### config.mk
export PLATFORM = sky130hd
export DESIGN_NAME = program_loader
export DESIGN_NICKNAME = d
export VERILOG_FILES = /design/src/rtl/program_loader.sv
export SDC_FILE = /design/constraint.sdc
export NUM_CORES = 1
export LEC_CHECK = 0
export ABC_AREA = 1
export BUFFER_PORTS_ARGS = -buffer_cell sky130_fd_sc_hd__buf_2
export CAP_MARGIN = 15
export CORE_MARGIN = 5
export CORE_UTILIZATION = 30
export CTS_BUF_LIST = sky130_fd_sc_hd__clkbuf_8
export CTS_CLUSTER_SIZE = 10
export DETAILED_ROUTE_END_ITERATION = 8
export PLACE_DENSITY_LB_ADDON = 0.2
export SYNTH_ARGS = -nofsm -noshare
export SYNTH_HDL_FRONTEND = slang
export SYNTH_SLANG_ARGS = --single-unit
### constraint.sdc
create_clock -name clk -period 13.45 [get_ports clk]
set_clock_uncertainty 0.05 [all_clocks]
set_input_delay 0.6725 -clock clk [delete_from_list [all_inputs] [get_ports clk]]
set_output_delay 0.6725 -clock clk [all_outputs]
set_load 0.03 [all_outputs]
### src/rtl/program_loader.sv
// program_loader: boot-time loader between the UART receiver and the memories.
// Assembles a little-endian byte stream into 32-bit words. The stream holds an
// instruction count N, N instruction words, a data count M and M data words.
// Instruction words go to instruction RAM. Data words go to data RAM over the
// I/O port. On success it sends status byte 0xAA and raises core_start. On a
// bad count or a skid overflow it sends 0xEE once and raises load_error.
//
// Ports:
//   clk, rst                 clock, asynchronous active-high reset
//   rx_data, rx_valid        received byte and its one-cycle strobe
//   tx_ready                 UART transmitter can take a byte
//   data_ready_io            data-RAM write complete
//   tx_data, tx_valid        status byte, held until tx_ready
//   wr_en_instr, addr_in_instr, data_in_instr   instruction RAM write port
//   memwrite_io, memread_io, addr_io, write_data_io   data RAM I/O port
//   core_start, load_error   sticky completion / error flags
module program_loader #(
    parameter int unsigned IMEM_WORDS = 16384,
    parameter int unsigned DMEM_WORDS = 4096
) (
    input  logic        clk,
    input  logic        rst,
    input  logic [7:0]  rx_data,
    input  logic        rx_valid,
    input  logic        tx_ready,
    input  logic        data_ready_io,
    output logic [7:0]  tx_data,
    output logic        tx_valid,
    output logic        wr_en_instr,
    output logic [31:0] addr_in_instr,
    output logic [31:0] data_in_instr,
    output logic        memwrite_io,
    output logic        memread_io,
    output logic [31:0] addr_io,
    output logic [31:0] write_data_io,
    output logic        core_start,
    output logic        load_error
);

    typedef enum logic [2:0] {
        StIcnt, StIword, StDcnt, StDword, StDwait, StAck, StRun, StErr
    } state_e;

    state_e      state_q;
    logic [1:0]  idx_q;
    logic [31:0] shift_q;
    logic [31:0] cnt_n_q, cnt_m_q;
    logic [31:0] i_q, j_q;
    logic        skid_valid_q;
    logic [7:0]  skid_q;

    logic [7:0]  tx_data_q;
    logic        tx_valid_q;
    logic        wr_en_q;
    logic [31:0] addr_instr_q, data_instr_q;
    logic        memwrite_q;
    logic [31:0] addr_io_q, wdata_io_q;
    logic        core_start_q, load_error_q;

    // Byte presented to the assembler this cycle; the skid entry takes priority.
    logic        byte_valid;
    logic [7:0]  byte_data;
    logic [31:0] word_full;
    logic        last_byte;

    always_comb begin
        byte_valid = 1'b0;
        byte_data  = rx_data;
        case (state_q)
            StIcnt, StIword, StDcnt: byte_valid = rx_valid;
            StDword: begin
                if (skid_valid_q) begin
                    byte_valid = 1'b1;
                    byte_data  = skid_q;
                end else begin
                    byte_valid = rx_valid;
                end
            end
            default: byte_valid = 1'b0;
        endcase
    end

    assign word_full = {byte_data, shift_q[31:8]};
    assign last_byte = byte_valid && (idx_q == 2'd3);

    always_ff @(posedge clk or posedge rst) begin
        if (rst) begin
            state_q      <= StIcnt;
            idx_q        <= 2'd0;
            shift_q      <= 32'd0;
            cnt_n_q      <= 32'd0;
            cnt_m_q      <= 32'd0;
            i_q          <= 32'd0;
            j_q          <= 32'd0;
            skid_valid_q <= 1'b0;
            skid_q       <= 8'd0;
            tx_data_q    <= 8'd0;
            tx_valid_q   <= 1'b0;
            wr_en_q      <= 1'b0;
            addr_instr_q <= 32'd0;
            data_instr_q <= 32'd0;
            memwrite_q   <= 1'b0;
            addr_io_q    <= 32'd0;
            wdata_io_q   <= 32'd0;
            core_start_q <= 1'b0;
            load_error_q <= 1'b0;
        end else begin
            wr_en_q <= 1'b0;

            // The index wraps to 0 on the 4th byte, which is also the only byte
            // that can cause a state change while assembling.
            if (byte_valid) begin
                shift_q <= word_full;
                idx_q   <= idx_q + 2'd1;
            end

            // Skid entry: refilled by a byte arriving while the held one is used.
            if (state_q == StDword && skid_valid_q) begin
                if (rx_valid) begin
                    skid_q <= rx_data;
                end else begin
                    skid_valid_q <= 1'b0;
                end
            end else if (state_q == StDwait && rx_valid && !skid_valid_q) begin
                skid_q       <= rx_data;
                skid_valid_q <= 1'b1;
            end

            case (state_q)
                StIcnt: begin
                    if (last_byte) begin
                        cnt_n_q <= word_full;
                        if (word_full > 32'(IMEM_WORDS)) begin
                            state_q      <= StErr;
                            load_error_q <= 1'b1;
                            tx_valid_q   <= 1'b1;
                            tx_data_q    <= 8'hEE;
                        end else if (word_full == 32'd0) begin
                            state_q <= StDcnt;
                        end else begin
                            state_q <= StIword;
                        end
                    end
                end
                StIword: begin
                    if (last_byte) begin
                        wr_en_q      <= 1'b1;
                        addr_instr_q <= {i_q[29:0], 2'b00};
                        data_instr_q <= word_full;
                        i_q          <= i_q + 32'd1;
                        if (i_q + 32'd1 == cnt_n_q) begin
                            state_q <= StDcnt;
                        end
                    end
                end
                StDcnt: begin
                    if (last_byte) begin
                        cnt_m_q <= word_full;
                        if (word_full > 32'(DMEM_WORDS)) begin
                            state_q      <= StErr;
                            load_error_q <= 1'b1;
                            tx_valid_q   <= 1'b1;
                            tx_data_q    <= 8'hEE;
                        end else if (word_full == 32'd0) begin
                            state_q    <= StAck;
                            tx_valid_q <= 1'b1;
                            tx_data_q  <= 8'hAA;
                        end else begin
                            state_q <= StDword;
                        end
                    end
                end
                StDword: begin
                    if (last_byte) begin
                        wdata_io_q <= word_full;
                        addr_io_q  <= {j_q[29:0], 2'b00};
                        memwrite_q <= 1'b1;
                        state_q    <= StDwait;
                    end
                end
                StDwait: begin
                    if (rx_valid && skid_valid_q) begin
                        // Second byte during one write: the stream outran the RAM.
                        state_q      <= StErr;
                        memwrite_q   <= 1'b0;
                        load_error_q <= 1'b1;
                        tx_valid_q   <= 1'b1;
                        tx_data_q    <= 8'hEE;
                    end else if (data_ready_io) begin
                        memwrite_q <= 1'b0;
                        j_q        <= j_q + 32'd1;
                        idx_q      <= 2'd0;
                        if (j_q + 32'd1 == cnt_m_q) begin
                            state_q    <= StAck;
                            tx_valid_q <= 1'b1;
                            tx_data_q  <= 8'hAA;
                        end else begin
                            state_q <= StDword;
                        end
                    end
                end
                StAck: begin
                    if (tx_ready) begin
                        tx_valid_q   <= 1'b0;
                        core_start_q <= 1'b1;
                        state_q      <= StRun;
                    end
                end
                StErr: begin
                    // tx_valid is only set on entry, so 0xEE goes out exactly once.
                    if (tx_valid_q && tx_ready) begin
                        tx_valid_q <= 1'b0;
                    end
                end
                default: ;
            endcase
        end
    end

    assign tx_data       = tx_data_q;
    assign tx_valid      = tx_valid_q;
    assign wr_en_instr   = wr_en_q;
    assign addr_in_instr = addr_instr_q;
    assign data_in_instr = data_instr_q;
    assign memwrite_io   = memwrite_q;
    assign memread_io    = 1'b0;
    assign addr_io       = addr_io_q;
    assign write_data_io = wdata_io_q;
    assign core_start    = core_start_q;
    assign load_error    = load_error_q;

endmodule

# Yosys cells after proc, flatten, opt, wreduce, memory -nomap -nowiden
# Index checks and enable logic that the tools add are counted.
# W data, S select, Z words.
totals:
  ff_bits: 311
  in_bits: 13
  out_inout_bits: 142
classes:
  reduce_logical: 28
  add_sub_neg: 3
  eq_ne: 24
  magnitude_cmp: 2
  muxes: 58
  bitwise_logic: 1
ops:
  columns: ["cell", "count"]
  rows:
  - ["$mux W8", 13]
  - ["$add A32 B1 Y32 const B", 2]
  - ["$eq A32 B32 Y1", 2]
  - ["$mux W3", 12]
  - ["$gt A32 B13 Y1 const B", 1]
  - ["$gt A32 B15 Y1 const B", 1]
  - ["$logic_not A32 Y1", 1]
  - ["$pmux W8 S3", 1]
  - ["$mux W1", 22]
  - ["$ne A2 B2 Y1 const B", 11]
  - ["$pmux W3 S6", 1]
  - ["$reduce_and A2 Y1", 7]
  - ["$mux W2", 5]
  - ["$eq A3 B3 Y1 const B", 3]
  - ["$reduce_and A9 Y1", 1]
  - ["$reduce_and A8 Y1", 1]
  - ["$reduce_and A7 Y1", 1]
  - ["$eq A3 B2 Y1 const B", 2]
  - ["$logic_and A1 B1 Y1", 6]
  - ["$reduce_and A3 Y1", 2]
  - ["$reduce_and A6 Y1", 1]
  - ["$reduce_bool A6 Y1", 1]
  - ["$pmux W1 S5", 1]
  - ["$reduce_bool A5 Y1", 1]
  - ["other kinds (15)", 17]

# Logic depth before layout (Yosys ltp)
depth:
  depth_word: 7
  depth_mapped: 21

# Worst setup path after synthesis
# OpenSTA, ideal clock, no wires.
synth_timing:
  path_kind: "register -> register"
  from: "reg i_q[0]"
  to: "reg state_q[0]"
  setup_ps: 122
  path_stages_with_launch: 21
  t_required_ps: 13278
  path_slack_ps: 11280
  t_arrival_ps: 1998
  period_less_slack_ps: 2170
  n_path_buf: 0
  cell_sequence: "dfrtp_1 ha_1 nand2_1 nor2_4 nand2_2 nor2_4 nand2_2 inv_1 nand2_1 nand2_1 nand2_1 nand2_1 nand2_1 a21oi_1 nand2_1 nor2_1 nand3_1 nand2_1 nand2_1 nand2_1 o21ai_1"
synth_between:
  elab_chain_cells: 4
synth_rtl:
  columns: ["item", "line_no", "source"]
  rows:
  - ["start, declared", "48", "logic [31:0] i_q, j_q;"]
  - ["start signal, assigned", "150", "i_q <= i_q + 32'd1;"]
  - ["$add A32 B1 Y32", "151", "if (i_q + 32'd1 == cnt_n_q) begin"]
  - ["$eq A32 B32 Y1", "151", null]
  - ["$ne A2 B2 Y1 (no line)", null, null]
  - ["$reduce_and A8 Y1 (no line)", null, null]
  - ["end signal, assigned", "152", "state_q <= StDcnt;"]
  - ["end signal, assigned", "160", "state_q <= StErr;"]
  - ["end signal, assigned", "165", "state_q <= StAck;"]
  - ["end, declared", "44", "state_e state_q;"]
# No other way between the ends.
# A chain may end at the register's enable or synchronous reset.

# Worst setup path after layout
layout_timing:
  from: "reg state_q[2]"
  to: "reg i_q[27]"
layout_between:
  elab_chain_cells: 5
  elab_cells_between_ends: 8
layout_rtl:
  columns: ["item", "line_no", "source"]
  rows:
  - ["start signal, assigned", "88", "state_q <= StIcnt;"]
  - ["start signal, assigned", "134", "state_q <= StErr;"]
  - ["start signal, assigned", "139", "state_q <= StDcnt;"]
  - ["$eq A3 B2 Y1, or another cell as far along", "69", "case (state_q)"]
  - ["$reduce_or A3 Y1", "69", null]
  - ["$pmux W1 S2", "69", null]
  - ["$logic_and A1 B1 Y1", "84", "assign last_byte = byte_valid && (idx_q == 2'd3);"]
  - ["$reduce_and A2 Y1 (no line) (*)", null, null]
# Mark *: on every way between the ends. The rest lies on a longest branch, timed or not.

==> reports/metrics.yaml <==
finish:
  areaGrowthSynthToFinish_pct: 16.0
  ff_latch_area_um2: 7430
  fin_nets: 2064
  multi_input_area_um2: 6200
  fillers: 5192
  n_antenna_cell: 0
  drive_gt1_frac: 0.139
place:
  gp_congestion: 0.892
  hpwl_mm: 32.2
  place.port_buffers: 147
setup_path:
  crit_fanout: 92
  crit_start: "state_q[2]"
  required_ps: 13880
  critPathLaunchType: "flip-flop"
  path_class: "flip-flop to flip-flop"
  crit_path_end_kind: "flip-flop"
  cp-endpoint: "i_q[27]"
  arrival_ps: 4280
  r2r-start: "state_q[2]"
  r2r-end: "i_q[27]"
  reg2reg_depth: 13
  rrSetupSlack_ps: 9600
detailed_routing:
  wire_per_inst_um: 16.5
  vias: 12600
  drt_iter0_drc: 924
  drc: 0
  viasPerCell: 4.66
  wl_mm: 44.7
  postRouteAntennaNets: 0
  dr.pass1.iters: 8
cts:
  clk_latency_ps: 630
  cts_tree: "yes"
  post_cts_buffers: 0
  cts.sinks: 297
  clk_path_buf_depth: 3
  cts_resized: 0
  cts_buffers: 53
  h-tree-depth: 2
  clk_pin_slew_worst_paths_ps: 70
  cts_root_buffer: "clkbuf_8"
  cts_hold_buf: 0
job:
  drv_cap: 0
sta:
  slew_violations: 0
  finalHoldViolations: 0
  rsz0062_at_grt: "no"
  relSlewSlack: 0.282
  fmax_mhz: 260
  finalCritPeriodShare: 0.286
  period_needed_ps: 3850
  whs_ps: 103
  setup_tns_ps: 0
  worst_pin_slew_ps: 1080
  finalSetupViolCount: 0
synthesis:
  synth_flop_cell: "dfrtp_1"
  synth_seq_area_share: 0.506
  netlist_instances: 1899
  yosys.area.top_type: "dfrtp_1"
  yosys_warnings: 0
  netlist_area_um2: 14700
  ys_types: 37
  async_flop_share: 1.00
  ys_seq_elements: 297
  synth_edf_count: 0
  ys_top_cells_by_area: "dfrtp_1, nand2_1, o21ai_0"
  syn_avg_cell_area_um2: 7.73
  synth_top_area_share: 0.506
pwr:
  powerDensity_nw_per_um2: 228
  ir_worst_vdd_mv: 0.0770
  power_uw: 3890
  power_leakage_uw: 0.00852
floorplan:
  dieArea_um2: 53500
  row_count: 81
  fp.dieW_um: 231
  initial_core_util: 0.302
  die_y_um: 231
  io_pins: 155
  core-area_um2: 48600
global_routing:
  grt_use_met2: 0.265
  grt_overflow: 0
  grt_pass1_vias: 12400
  grt.busiest_layer: "met2"
  grtUsageTotal: 0.166
  grt_pass1_wl_mm: 70.3
  grt_antenna_before_repair: 1
  use_met1: 0.227
  grt_util_met3: 0.0333
  grt_max_degree: 188
worst_hold_path:
  min-delay-path-class: "input port to async pin"
status:
  outcome: "finished, final reports clean"
through the flow:
step | instance area [um2] | util | instances | setup WS (ps)
after CTS | 17000 | 0.350 | 2707 | 9590
after global routing | 17000 | 0.350 | 2707 | 9210
after floorplan | 14700 | - | 1905 | 4520
after global placement | 16000 | 0.328 | 2612 | 9700
after detailed placement | 16000 | 0.328 | 2612 | 9610
final | 17000 | 0.350 | 2707 | 9600
cell usage after synthesis (16+ instances only):
master / instances
buf_2: 22
clkbuf_1: 34
dfrtp_1: 297
inv_1: 185
nand2_1: 666
nand3_1: 114
nand3b_1: 21
nand4_1: 19
nor2_1: 121
nor3_1: 16
o21ai_0: 277
xor2_1: 21
cells by family (layout without fill, tap and decap cells):
kind of cell	count (synthesis)	after routing	synth area share
compound gates	301	301	0.104
xor+xnor	26	26	0.0193
fa+ha+maj	6	6	0.00511
buf+inv	264	444	0.0734
flops	297	297	0.506
mux	4	4	0.00307
other cells	1	7	0.000255
simple gates	1000	1000	0.289
sequential cells by signal, summed over array words and instances, names as in the netlist, 2 cells and up:
signal / count
addr_in_instr: 30
addr_io: 30
cnt_m_q: 32
cnt_n_q: 32
data_in_instr: 32
i_q: 32
idx_q: 2
j_q: 32
shift_q: 24
skid_q: 8
state_q: 3
tx_data: 2
write_data_io: 32
per-layer routing:
| metal | part of all wire | wire length (um) | up-vias |
|---|---|---|---|
| met1 | 0.47 | 20900 | 5890 |
| met3 | 0.048 | 2160 | 96 |
| met4 | 0.033 | 1470 | 2 |
| li1 | - | - | 6331 |
| met2 | 0.45 | 20100 | 300 |
| met5 | 0.00027 | 12 | - |
layout by cell type, fill, tap and decap left out, types with 4 or more instances in the layout:
master    instances
ha_1              6
buf_4             6
nand3b_1         21
o21ai_1           9
clkinv_2         10
nor2_4           11
nand2_2          12
xor2_1           21
buf_2           147
nand4_1          19
nor2_1          121
conb_1            7
a21oi_1           8
nand2_1         665
dfrtp_1         297
inv_1           201
nor3_1           16
nor2_2            9
xnor3_1           4
mux2_2            4
o21ai_0         277
inv_2             8
clkbuf_8         65
nand3_1         114
layout make-up:
cell class	instances	share of cell area
Inverter	195	0.0437
Sequential cell	297	0.436
Tap cell	622	0.0457
Multi-Input combinational cell	1344	0.364
Timing Repair Buffer	154	0.0470
Clock inverter	30	0.0107
Clock buffer	65	0.0525
power by group:
part           switching [uW]  internal, uW
clock network             396           473
logic                    1050           458
registers                 289          1220
total                    1730          2150
worst min-delay path by stage:
| stage | startpoint | slack, ps | cells after the start | end |
|---|---|---|---|---|
| after floorplan | cnt_n_q[3] | 400 | 2 | cnt_n_q[3] |
| after global placement | load_error | 410 | 2 | load_error |
| after detailed placement | addr_in_instr[3] | 410 | 2 | addr_in_instr[3] |
| after CTS | rst | 160 | 2 | write_data_io[18] |
| after global routing | rst | 150 | 2 | addr_in_instr[3] |
| final | rst | 100 | 2 | addr_in_instr[3] |
critical path: stages (launching register included):
cell     delay [ps]
dfrtp_1         540
inv_2            90
nand2_2         100
nor2_4           50
nand2_2         200
nand2_1         100
nand2_2         550
inv_4           100
nand2_2         150
nor2_2           60
buf_4           230
inv_4           600
buf_4           610
o21ai_0         160
(Power assumes the default switching activity.)
